$ cat src/rtl/hazard_ctrl.sv
// hazard_ctrl
//   Pipeline hazard and sequencing controller for the 5-stage MIPS core.
//   Every cycle it decides whether PC / IF latch hold, whether the ID/WB
//   stage inserts a bubble, and whether the IF latch is flushed. Sources:
//   load-use interlock, HI/LO occupancy after mult/div, taken-branch
//   squash, and the exit syscall ($v0 == 10) which halts the core.
//   Also counts interlock stall cycles (saturating).
//
// Ports
//   clk, clr             clock, synchronous active-high reset
//   id_read1_num/2_num   register numbers read by the ID instruction
//   id_is_md             ID holds mult/multu/div/divu
//   id_uses_hilo         ID holds mfhi/mflo/mthi/mtlo
//   id_is_syscall        ID holds syscall
//   v0_value             forwarded $v0 seen by the ID instruction
//   ex_mem_to_reg        EX holds a load
//   ex_write_num         EX destination register
//   ex_branch_taken      branch/jump resolved taken in EX
//   pc_stall, if_id_hold, id_bubble, if_flush   combinational controls
//   halted               registered, high while in HALT
//   stall_cycles         interlock stall cycle count
module hazard_ctrl #(
  parameter int MD_LATENCY = 4
) (
  input  logic        clk,
  input  logic        clr,
  input  logic [4:0]  id_read1_num,
  input  logic [4:0]  id_read2_num,
  input  logic        id_is_md,
  input  logic        id_uses_hilo,
  input  logic        id_is_syscall,
  input  logic [31:0] v0_value,
  input  logic        ex_mem_to_reg,
  input  logic [4:0]  ex_write_num,
  input  logic        ex_branch_taken,
  output logic        pc_stall,
  output logic        if_id_hold,
  output logic        id_bubble,
  output logic        if_flush,
  output logic        halted,
  output logic [31:0] stall_cycles
);

  typedef enum logic [1:0] {
    RUN     = 2'd0,
    MD_BUSY = 2'd1,
    HALT    = 2'd2
  } state_t;

  localparam logic [5:0] MD_LAT = 6'(MD_LATENCY);

  state_t      state, state_n;
  logic [5:0]  md_cnt, md_cnt_n;

  logic        lu;          // load-use interlock
  logic        md;          // HI/LO still owned by an in-flight mult/div
  logic        stall_req;
  logic        accepted;    // ID instruction advances this cycle
  logic        exit_sys;    // accepted exit syscall
  logic        count_stall;

  // ---------------------------------------------------------------
  // Hazard detection
  // ---------------------------------------------------------------
  always_comb begin
    // $zero is never really written, so a load to r0 cannot create a hazard
    lu = ex_mem_to_reg && (ex_write_num != 5'd0) &&
         ((ex_write_num == id_read1_num) || (ex_write_num == id_read2_num));
    // a second mult/div also has to wait: it would overwrite HI/LO early
    md = (state == MD_BUSY) && (id_uses_hilo || id_is_md);
    stall_req = lu || md;
    // a squashed instruction is wrong-path and must have no side effects
    accepted  = (state != HALT) && !ex_branch_taken && !stall_req;
    exit_sys  = accepted && id_is_syscall && (v0_value == 32'd10);
  end

  // ---------------------------------------------------------------
  // Pipeline controls, priority HALT > branch > interlock
  // ---------------------------------------------------------------
  always_comb begin
    pc_stall   = 1'b0;
    if_id_hold = 1'b0;
    id_bubble  = 1'b0;
    if_flush   = 1'b0;
    if (clr) begin
      // all controls quiet while reset is applied
    end else if (state == HALT) begin
      pc_stall   = 1'b1;
      if_id_hold = 1'b1;
      id_bubble  = 1'b1;
    end else if (ex_branch_taken) begin
      // the branch overrides interlocks: the stalled instruction is wrong-path
      if_flush   = 1'b1;
      id_bubble  = 1'b1;
    end else if (stall_req) begin
      pc_stall   = 1'b1;
      if_id_hold = 1'b1;
      id_bubble  = 1'b1;
    end
  end

  // only genuine interlock cycles are counted; halt and squash cycles are not
  assign count_stall = !clr && (state != HALT) && !ex_branch_taken && stall_req;

  // ---------------------------------------------------------------
  // Next-state logic
  // ---------------------------------------------------------------
  always_comb begin
    state_n  = state;
    md_cnt_n = md_cnt;
    unique case (state)
      RUN: begin
        if (exit_sys) begin
          state_n = HALT;
        end else if (accepted && id_is_md) begin
          state_n  = MD_BUSY;
          md_cnt_n = MD_LAT;
        end
      end
      MD_BUSY: begin
        if (exit_sys) begin
          // the halt wins over any outstanding occupancy bookkeeping
          state_n  = HALT;
          md_cnt_n = 6'd0;
        end else if (accepted && id_is_md) begin
          // a fresh mult/div restarts the occupancy window
          state_n  = MD_BUSY;
          md_cnt_n = MD_LAT;
        end else if (md_cnt == 6'd1) begin
          state_n  = RUN;
          md_cnt_n = 6'd0;
        end else begin
          md_cnt_n = md_cnt - 6'd1;
        end
      end
      HALT: begin
        state_n = HALT;
      end
      default: begin
        state_n  = RUN;
        md_cnt_n = 6'd0;
      end
    endcase
  end

  // ---------------------------------------------------------------
  // State, halt flag and performance counter
  // ---------------------------------------------------------------
  always_ff @(posedge clk) begin
    if (clr) begin
      state        <= RUN;
      md_cnt       <= 6'd0;
      halted       <= 1'b0;
      stall_cycles <= 32'd0;
    end else begin
      state  <= state_n;
      md_cnt <= md_cnt_n;
      // registered copy of (state == HALT), aligned with the state register
      halted <= (state_n == HALT);
      if (count_stall && (stall_cycles != 32'hFFFF_FFFF))
        stall_cycles <= stall_cycles + 32'd1;
    end
  end

endmodule

$ cat config.mk
export PLATFORM = sky130hd
export DESIGN_NAME = hazard_ctrl
export DESIGN_NICKNAME = d
export VERILOG_FILES = /design/src/rtl/hazard_ctrl.sv
export SDC_FILE = /design/constraint.sdc
export NUM_CORES = 1
export LEC_CHECK = 0
export CORE_AREA = 2 2 58 114
export CTS_BUF_LIST = sky130_fd_sc_hd__clkbuf_8
export CTS_CLUSTER_DIAMETER = 150
export DETAILED_ROUTE_END_ITERATION = 10
export DIE_AREA = 0 0 60 116
export PLACE_DENSITY = 0.85
export SYNTH_ARGS = -nofsm -noshare
export SYNTH_HDL_FRONTEND = slang
export SYNTH_SLANG_ARGS = --single-unit
$ cat constraint.sdc
create_clock -name clk -period 2.2 [get_ports clk]
set_input_delay 0.44 -clock clk [delete_from_list [all_inputs] [get_ports clk]]
set_output_delay 0.44 -clock clk [all_outputs]
set_load 0.05 [all_outputs]
* Word level (Yosys, flattened, before mapping)
Cells that the tools add are included.
Cells by class: add/subtract/negate cells 2, eq/ne operators 11, mux-type cells 22, bitwise operators 1, reductions and logical operators 21
Operator list (count):
- $add 32x1->32 const B | 1
- $eq 32x4->1 const B | 1
- $ne 32x32->1 const B | 1
- $mux 6 | 5
- $pmux 6 s3 | 1
- $logic_and 1x1->1 | 12
- $eq 5x5->1 | 2
- $mux 1 | 10
- $mux 2 | 5
- $eq 6x1->1 const B | 1
- $ne 2x2->1 const B | 3
- $pmux 2 s3 | 1
- $sub 6x1->6 const B | 1
- $reduce_bool 5->1 | 1
- $eq 2x2->1 const B | 2
- $logic_not 1->1 | 3
- $logic_or 1x1->1 | 3
- $reduce_and 3->1 | 1
- $eq 2x1->1 const B | 1
- $logic_not 2->1 | 1
- $not 1->1 | 1
Word-level totals: register bits after elaboration 41, bits of input ports 54, output and inout bits 37, logic and storage cells 61

* Logic depth before layout (Yosys ltp)
depth after elaboration 11, gate-level depth with buffers 9, mapped depth without buffers 7

* Worst setup path after synthesis
No wires, ideal clock.
path type input -> output, start point input clr, end point output if_flush, data arrival time 2216 ps, data required time 1760 ps, path slack -456 ps, cell stages on the path 4, path buffers 3, cell sequence clkbuf_1 > clkbuf_1 > clkbuf_1 > nor3b_1
Between the ends: cells in the longest elaborated chain, start to end 1
Ends and longest elaborated chain:
- start: declaration | RTL line 26 | input logic clr,
- $mux 1 | RTL line 85 | if (clr) begin
- end: declaration | RTL line 39 | output logic if_flush,
Every way passes these cells.

* Worst setup path in the final report
start point input ex_write_num[1], end point output pc_stall
Between the ends: cells in the longest elaborated chain, start to end 8, elaborated cells between the ends (all ways) 11, classes of those cells eq/ne: 2; mux: 4; reduce/logical: 5
Ends and longest elaborated chain:
- start: declaration | RTL line 34 | input logic [4:0] ex_write_num,
- $eq 5x5->1 or $reduce_bool 5->1 (tied branches) | RTL line 68, 67
- $logic_or 1x1->1 or $logic_and 1x1->1 (tied branches) | RTL line 68, 67
- $logic_and 1x1->1 * | RTL line 67 | lu = ex_mem_to_reg && (ex_write_num != 5'd0) &&
- $logic_or 1x1->1 * | RTL line 71 | stall_req = lu || md;
- $mux 1 * | RTL line 95 | end else if (stall_req) begin
- $mux 1 * | RTL line 91 | end else if (ex_branch_taken) begin
- $mux 1 * | RTL line 87 | end else if (state == HALT) begin
- $mux 1 * | RTL line 85
- end: declaration | RTL line 36 | output logic pc_stall,
Every way passes the cells marked *; elsewhere a longest branch is shown, timed or not.

==> results.ini <==
[run_status]
violations = negative setup slack
status = complete, but fails checks

[logic_synthesis]
synth_xor_area_share_pct = 4.74
async_flop_share_pct = 0
ys_types = 50
synthMuxAreaShare_pct = 7.24
ys_warn_count = 0
synth-main-ff-cell = dfxtp_1
synth-simple-area-share_pct = 31.9
synth_compound_area_share_pct = 15.4
mappedNetlistArea_um2 = 2400
mappedNetlistNets = 354
postSynthCellCount = 297
synth_top_family_by_area = simple AND/OR/NAND/NOR gates
ys_ff_latch = 41
synth_edf_count = 0
synth_fa_ha_area_share_pct = 1.56
ys_seq_area_share_pct = 34.2
syn_area_per_cell_um2 = 8.08

[timing]
clock.fmax_mhz = 422
fin_ws_ns = -0.172
tightest_slew_ns = 0.519
tns_ns = -1.58
worst_clock_skew_ns = 0.00990
rsz0062_at_grt = true
finalSetupViolations = 22
hold_viol = 0
slew_viol_final = 0
holdWs_ns = 0.522
period_needed_ns = 2.37
slew_headroom_pct = 65.3
finalCritPeriodShare_pct = 108

[flow_run]
max_cap_viol_count = 0

[placed_design]
routabilityCongestion = 0.802
place.detailed.hpwl_um = 5820
port_buffers = 90
placedCellCount = 503
place_area_um2 = 3830

[floorplanning]
rows = 40
initial_core_util_pct = 39.6
core_um2 = 6060
dieHeight_um = 116
die_area_um2 = 6960
die_w_um = 60
io_pins = 91

[setup_path]
critPathRequiredTime_ns = 1.76
r2r_slack_ns = -0.13
max_stage_delay_ns = 0.53
crit_arrival_ns = 1.93
endpoint_kind = output pin
reg2reg_depth = 9
regToRegEndpoint = stall_cycles[16]
critical_path_class = in2out
worstPathCellList = buf_6, or4_4, o21ai_2, buf_4, o21a_1, nor2_2, o21a_4, buf_8
slowest_stage = or4_4
timing.rr.start = stall_cycles[1]
critPathLaunchType = primary input
path_max_fanout = 2

[clock_tree]
max-clock-path-buffers = 2
cts_made_buffers = 5
cts_tree = done
path_clk_slew_ns = 0.08
holdBufCountCts = 0
h-tree-depth = 2
cts.sinks = 41
cts_root_buffer = clkbuf_8
clock_latency_ns = 0.30

[final_layout]
nets = 498
post-route-cell-area_um2 = 4450
drive_gt1_share_pct = 36.4
seq_area_um2 = 877
multiInputGateArea_um2 = 1820
fillCellCount = 386
final_util_pct = 73.6
diodes = 0
layout_commonest_cell = clkdlybuf4s50_1
syn_to_final_growth_pct = 85.5
final_cells = 526
layout_common_cells = clkdlybuf4s50_1, buf_4, nor2_1, nand2_1, dfxtp_1

[route]
vias_per_cell = 5.66
drt-total-wl_um = 9280
drt-initial-drc-count = 257
drcViolationCount = 0
first_pass_iters = 4
routedWlPerCell_um = 17.6
ant_nets = 0
vias = 2978

[grt]
grt_overflow = 0
antenna_found_initial = 0
grt_use_met3_pct = 4.35
grt_usage_pct = 27.9
top_usage_layer = met2
grt_max_degree = 45
grt_pass1_wl_um = 14900
grt_pass1_vias = 3158
gr-usage-met1_pct = 29.1
met2_usage_pct = 51.6

[min_path]
hold_depth = 2
hold_path.class = reg2reg
hold_path_end = stall_cycles[11]
hold_start = stall_cycles[11]

[power]
cellLeakagePower_nw = 1.70
power_density_nw_per_um2 = 393
irDropWorstVdd_mv = 0.312

==> cell usage after synthesis (all sizes together) (2+ instances only) <==
cell    number  area, um^2
nor4        16         100
and3         3        18.8
o31ai       10        75.1
or3          8        55.1
o211ai       2        15.0
o41ai        2        17.5
o21a         3        22.5
nand2       20        75.1
a21oi       16        80.1
o22ai        4        25.0
nor4b        2        17.5
clkbuf       8        30.0
buf          7        36.3
nand3        9        45.0
nor4bb       2        20.0
nor2        32         120
xor2        11        96.3
xnor2        2        17.5
or2          3        18.8
nor3         5        25.0
nor2b       11        68.8
mux2i        5        50.1
dfxtp       41         821
mux2        11         124
o21ai        9        45.0
o311ai       2        17.5
nand4        9        56.3
inv         13        48.8
or4         11        82.6
ha           3        37.5
and4         4        35.0
==> where the power goes <==
part,internal (W),switching [W],total (W)
Clock,0.000366,0.000269,0.000634
Sequential,0.000743,0.0000154,0.000758
Combinational,0.000193,0.000164,0.000357
Total,0.00130,0.000448,0.00175
==> sequential cells by signal (all words and copies together) (netlist names) <==
signal / flops
md_cnt: 6
halted: 1
state: 2
stall_cycles: 32
==> cell families (layout without fill, tap and decap cells) <==
logic type / Yosys count / count (layout)
fa+ha+maj: 3 / 3
flops: 41 / 41
mux: 16 / 16
buf+inv: 29 / 174
simple gates: 139 / 139
compound gates: 56 / 56
xor+xnor: 13 / 13
==> metrics by stage <==
step | power (W) | setup slack, ns
global route | 0.00181 | -0.213
floorplan | 0.000913 | -0.0683
detailed placement | 0.00108 | -0.660
CTS | 0.00173 | -0.190
global placement | 0.00107 | -0.596
finish | 0.00175 | -0.172
==> critical path: cells and delay by family <==
kind	cells	cell delay (ns)
buf+inv	3	0.38
compound gates	3	0.52
simple gates	2	0.59
==> final cells by class <==
type,count,area share (%)
repair buffers,152,33.2
inverters,14,1.18
flip-flops and latches,41,19.7
clock inverters,2,0.758
multi-input cells,227,40.9
well taps,84,2.36
clock buffers,6,1.85
==> how the worst max path moves through the flow <==
stage	endpoint	slack, ns	startpoint
global placement	stall_cycles[19]	-0.60	ex_write_num[3]
global route	if_id_hold	-0.21	ex_write_num[1]
finish	pc_stall	-0.17	ex_write_num[1]
detailed placement	stall_cycles[5]	-0.66	ex_write_num[2]
floorplan	pc_stall	-0.07	ex_write_num[1]
CTS	id_bubble	-0.19	ex_write_num[4]
==> routing by layer <==
metal  routed length, um  vias up
li1                    -     1389
met1                3250     1428
met2                5360      137
met3                 402       24
met4                 271        0
met5                   0        -
==> what timing repair did <==
| item | 4_1_cts | 5_1_grt |
|---|---|---|
| cloned | 1 | 0 |
| gates resized for setup | 115 | 34 |
| setup buffers | 16 | 2 |
| pin swaps | 52 | 28 |
| setup endpoints to repair | 40 | 39 |
No activity file was read; power rests on OpenSTA's default activity.
